--- config.mk ---
export PLATFORM = sky130hd
export DESIGN_NAME = video_mode_sequencer
export DESIGN_NICKNAME = d
export VERILOG_FILES = /design/src/rtl/video_pkg.sv /design/src/rtl/vsync_edge_detect.sv /design/src/rtl/video_mode_sequencer.sv
export SDC_FILE = /design/constraint.sdc
export NUM_CORES = 1
export LEC_CHECK = 0
export BUFFER_PORTS_ARGS = -buffer_cell sky130_fd_sc_hd__buf_2
export CAP_MARGIN = 20
export CORE_UTILIZATION = 55
export CTS_CLUSTER_SIZE = 40
export DETAILED_ROUTE_END_ITERATION = 7
export HOLD_SLACK_MARGIN = 0.02
export PLACE_DENSITY_LB_ADDON = 0.25
export SETUP_SLACK_MARGIN = 0.5
export SLEW_MARGIN = 20
export SYNTH_ARGS = -nofsm -noshare
export SYNTH_HDL_FRONTEND = slang
export SYNTH_HIERARCHICAL = 1
export SYNTH_SLANG_ARGS = --single-unit
--- constraint.sdc ---
create_clock -name clk -period 4 [get_ports clk]
set_clock_uncertainty 0.2 [all_clocks]
set_input_delay 0.6 -clock clk [delete_from_list [all_inputs] [get_ports clk]]
set_output_delay 0.6 -clock clk [all_outputs]
set_load 0.005 [all_outputs]
--- src/rtl/video_pkg.sv ---
`default_nettype none
// ============================================================================
// video_pkg: shared types and mode constants for the video effect stage
// Rev 1.0 - initial release
// ============================================================================
package video_pkg;

  typedef enum logic [0:0] {
    IDLE = 1'b0,
    PEND = 1'b1
  } seq_state_t;

  localparam int NUM_MODES_DEFAULT = 4;
  localparam int MODE_W_DEFAULT    = $clog2(NUM_MODES_DEFAULT);

  typedef logic [MODE_W_DEFAULT-1:0] mode_t;

  localparam mode_t MODE_PASS   = mode_t'(0);
  localparam mode_t MODE_INVERT = mode_t'(1);

endpackage
`default_nettype wire

--- src/rtl/vsync_edge_detect.sv ---
`default_nettype none
// ============================================================================
// vsync_edge_detect: registers vsync and flags the first active cycle of a frame
// Rev 1.0 - initial release
// ============================================================================
module vsync_edge_detect #(
  parameter int VSYNC_POL = 1
) (
  input  logic clk,
  input  logic rst_n,
  input  logic vsync,
  output logic frame_start
);

  localparam logic c_active = (VSYNC_POL != 0);

  logic r_vsync_d1;

  always_ff @(posedge clk or negedge rst_n) begin
    if (!rst_n) begin
      r_vsync_d1 <= ~c_active;
    end else begin
      r_vsync_d1 <= vsync;
    end
  end

  assign frame_start = (vsync == c_active) && (r_vsync_d1 != c_active);

endmodule
`default_nettype wire

--- src/rtl/video_mode_sequencer.sv ---
`default_nettype none
// ============================================================================
// video_mode_sequencer: frame-synchronous effect mode select with auto-cycle
// Rev 1.0 - initial release
// ============================================================================
module video_mode_sequencer
  import video_pkg::*;
#(
  parameter int NUM_MODES   = 4,
  parameter int MODE_W      = $clog2(NUM_MODES),
  parameter int AUTO_FRAMES = 60,
  parameter int VSYNC_POL   = 1
) (
  input  logic              clk,
  input  logic              rst_n,
  input  logic              vsync,
  input  logic              cfg_valid,
  input  logic [MODE_W-1:0] cfg_mode,
  output logic              cfg_ready,
  output logic              cfg_err,
  input  logic              auto_en,
  output logic [MODE_W-1:0] mode_out,
  output logic              mode_update,
  output logic              pending,
  output logic [15:0]       frame_cnt
);

  localparam int CNT_W = (AUTO_FRAMES > 1) ? $clog2(AUTO_FRAMES) : 1;
  localparam logic [CNT_W-1:0]  c_auto_last = CNT_W'(AUTO_FRAMES - 1);
  localparam logic [MODE_W-1:0] c_mode_last = MODE_W'(NUM_MODES - 1);

  generate
    if (AUTO_FRAMES < 1) begin : g_bad_auto_frames
      $error("AUTO_FRAMES must be at least 1");
    end
    if ((1 << MODE_W) < NUM_MODES) begin : g_bad_mode_w
      $error("MODE_W too narrow for NUM_MODES");
    end
  endgenerate

  seq_state_t        r_state;
  logic [MODE_W-1:0] r_req_mode;
  logic [CNT_W-1:0]  r_auto_cnt;
  logic              w_frame_start;
  logic              w_mode_legal;

  vsync_edge_detect #(
    .VSYNC_POL (VSYNC_POL)
  ) u_edge (
    .clk         (clk),
    .rst_n       (rst_n),
    .vsync       (vsync),
    .frame_start (w_frame_start)
  );

  assign w_mode_legal = ({{(32-MODE_W){1'b0}}, cfg_mode} < 32'(NUM_MODES));

  assign cfg_ready = (r_state == IDLE);
  assign pending   = (r_state == PEND);

  always_ff @(posedge clk or negedge rst_n) begin
    if (!rst_n) begin
      r_state     <= IDLE;
      r_req_mode  <= '0;
      r_auto_cnt  <= '0;
      mode_out    <= '0;
      mode_update <= 1'b0;
      cfg_err     <= 1'b0;
      frame_cnt   <= 16'd0;
    end else begin
      mode_update <= 1'b0;
      cfg_err     <= 1'b0;

      if (w_frame_start) begin
        frame_cnt <= frame_cnt + 16'd1;
      end

      // Disabling auto-cycle zeroes the counter so re-enable gets a full period
      if (!auto_en) begin
        r_auto_cnt <= '0;
      end

      case (r_state)
        IDLE: begin
          if (w_frame_start && auto_en) begin
            if (r_auto_cnt == c_auto_last) begin
              mode_out    <= (mode_out == c_mode_last) ? '0 : mode_out + MODE_W'(1);
              mode_update <= 1'b1;
              r_auto_cnt  <= '0;
            end else begin
              r_auto_cnt <= r_auto_cnt + CNT_W'(1);
            end
          end
          // A request taken on a frame_start edge only latches; it waits a full frame
          if (cfg_valid) begin
            if (w_mode_legal) begin
              r_req_mode <= cfg_mode;
              r_state    <= PEND;
            end else begin
              cfg_err <= 1'b1;
            end
          end
        end
        PEND: begin
          if (w_frame_start) begin
            mode_out    <= r_req_mode;
            mode_update <= 1'b1;
            r_auto_cnt  <= '0;
            r_state     <= IDLE;
          end
        end
        default: begin
          r_state <= IDLE;
        end
      endcase
    end
  end

endmodule
`default_nettype wire
==> metrics <==
status completed; # rows 17; Netlist Area Pre-Place 1370 sq um; post-synthesis sequential area ratio 52.9%; Max FO, Critical Path 20; dpl cells 178; FF-to-FF End frame_cnt[15]$_DFFE_PN0P_; DIE WIDTH 52.0 um; FF-to-FF setup slack 2.00 ns; final hold violation count 0; area growth from synthesis to layout 14.5%; VDD IR max 0.000364 V; n_diodes 0; drt wl/cell 12.7 um; first-pass GRT wire length 3960 um; Final Core Density 69.0%; antenna-violating nets left 0; initial antenna violation count 0; full die area 2700 sq um; Final TNS setup 0 ns; Worst slew margin 59.3%; Synth Area in Adders 1.82%; gr usage total 20.5%; vias in the first global route 922; cts bufs inserted 5; # setup viols final 0; CP most frequent cell nand4_1; die height 52.0 um; Port-buffer cells 27; Post-Syn Area per Cell 10.8 sq um; Yosys top cell by area dfrtp_1; fmax 501 MHz; syn_nets 136; slowest CP cell dfrtp_1; FF+latch count, synth 29; Worst Path Required 4.00 ns; Startpoint Class flop; drt pass-1 iters 4; post-synthesis compound-gate area fraction 7.93%; post-synthesis xor/xnor area fraction 9.57%; CTS Root Buffer Type clkbuf_4; Reg clk slew, reported paths 0.09 ns; Leak 0.786 nW; share of the synthesized area in the top cell type 52.9%; Filler cells 170; Worst Reg-to-Reg Cells 5; NumNets Final 166; TritonCTS clock tree yes; mux cell area share after synthesis 3.92%; final worst slack 2.00 ns; max_cap viols 0; Cell Count, Final, Fillers Out 186; total power 0.000704 W; dpl hpwl 1730 um; RR Startpoint u_edge/r_vsync_d1$_DFF_PN0_; Netlist cell types 33; min cycle time layout 2.00 ns; Initial DRC Count 26; worst slack at placement 1.70 ns; wirelength, routed 2370 um; power density cells 448 nW/um^2; critical path class reg -> reg; Worst Hold Class in -> async; share of layout cells above drive strength 1 24.7%; Final Max Tran Viols 0; initial core utilization 60.3%; Post-CTS Hold Buffers 0; Worst Setup End Kind flop; final period utilization 49.9%; RSZ-0062 raised after global routing no; clk buf depth 2; critical-path cell list nor2b_4, nand4_1, nor2_1, nand4_1, xnor2_1; Bufs and invs on worst path 0; Ports 29; # DRC 0; Simple-Gate Fraction of Synth Area 20.9%; grt ovf 0; via count 1025; worst endpoint data arrival time 2.00 ns; Core Box Area 2280 sq um; slowest stage delay, CP 0.42 ns; GPL Wtd Cong 0.814; Via density 5.51; largest net degree at the start of global routing 30; # Post-CTS Setup Buffers 0; slew of the pin with the lowest slew margin 0.611 ns; post-cts gate resize count 0; Synth area leaders dfrtp_1 53%, xnor2_1 5.7%, xor2_1 3.8%, nand2_1 3.6%, nand4_1 2.7%; synth warn 6; CTS sink count 29; Worst-Skew Late Latency 0.31 ns; cell count after synthesis 127; H-Tree Level Count 2; main combinational cell family by area after synthesis simple AND/OR/NAND/NOR gates; Crit path max-delay family simple AND/OR/NAND/NOR gates
per-stage QoR:
stage	hold slack (ns)	area, sq um
6_report	0.0851	1570
5_1_grt	0.142	1570
4_1_cts	0.110	1570
3_5_place_dp	0.271	1520
3_3_place_gp	0.263	1520
2_1_floorplan	0.104	1370
routing by layer:
metal | global-route usage, % | vias to the layer above | wire (um) | part of all wire [%]
li1 | - | 506 | - | -
met1 | 27.1 | 483 | 1120 | 47
met2 | 31.6 | 32 | 1090 | 46
met3 | 5.56 | 4 | 130 | 5.5
met4 | 8.11 | 0 | 34 | 1.4
met5 | 0 | - | 0 | 0
Yosys cell counts, drive strengths merged:
cell,count
nor2b,7
mux2,3
and3,3
and4b,3
nand3,5
mux2i,2
o22ai,3
o21bai,1
a221oi,1
xor2,6
o41ai,1
nor3,1
a32o,1
conb,1
dfrtp,29
nand3b,1
a21boi,1
a41o,1
and4,1
or3,1
buf,4
o31ai,1
ha,2
nor2,8
o21ai,2
nand2,13
inv,4
xnor2,9
and2,2
nand4,6
a21oi,4
logic make-up (layout without fill, tap and decap cells):
family,count (synthesis),after routing
flip-flops,29,29
AO/OA/AOI/OAI,16,16
XOR/XNOR,15,15
buffers and inverters,8,39
adder cells (fa/ha/maj),2,2
multiplexers,5,5
other,1,1
AND/OR/NAND/NOR,51,51
cell type report:
type / instances / area, sq um / share of cell area [%]
inverter: 4 / 15.0 / 0.955
clock buffer: 6 / 41.3 / 2.63
tap: 28 / 35.0 / 2.23
multi-input combinational: 90 / 609 / 38.8
timing repair buffer: 27 / 135 / 8.60
sequential: 29 / 726 / 46.2
clock inverter: 2 / 10.0 / 0.637
worst max-delay path by stage:
stage | startpoint | end | slack [ns] | cells after the start
2_1_floorplan | vsync | frame_cnt[15]$_DFFE_PN0P_ | 2.12 | 6
3_3_place_gp | vsync | frame_cnt[15]$_DFFE_PN0P_ | 1.78 | 6
3_5_place_dp | vsync | frame_cnt[15]$_DFFE_PN0P_ | 1.70 | 6
4_1_cts | u_edge/r_vsync_d1$_DFF_PN0_ | frame_cnt[15]$_DFFE_PN0P_ | 2.01 | 5
5_1_grt | u_edge/r_vsync_d1$_DFF_PN0_ | frame_cnt[9]$_DFFE_PN0P_ | 1.83 | 5
6_report | u_edge/r_vsync_d1$_DFF_PN0_ | frame_cnt[15]$_DFFE_PN0P_ | 2.00 | 5
registers in the layout, summed over array words and instances, names as in the netlist:
| signal | cells |
|---|---|
| r_req_mode | 2 |
| mode_update | 1 |
| r_auto_cnt | 6 |
| frame_cnt | 16 |
| mode_out | 2 |
| pending | 1 |
| u_edge/r_vsync_d1 | 1 |
cells in the final DEF (no fill, tap or decap), types with 2 or more instances in the layout:
cell type   n
dfrtp_1    29
buf_2      27
nand2_1    13
xnor2_1     9
nor2_1      8
nand4_1     6
nor2b_1     6
xor2_1      6
nand3_1     5
clkbuf_4    5
inv_1       4
a21oi_1     4
o22ai_1     3
and4b_1     3
and3_1      3
mux2_2      3
and2_1      2
o21ai_0     2
mux2i_1     2
ha_1        2
clkinv_2    2
power by group:
group	leakage [nW]	switching, W	internal [W]
Clock	0.0320	0.0000954	0.0000668
Sequential	0.382	0.0000554	0.000343
Combinational	0.372	0.0000657	0.0000781
Power figures use the tool's default switching activity.
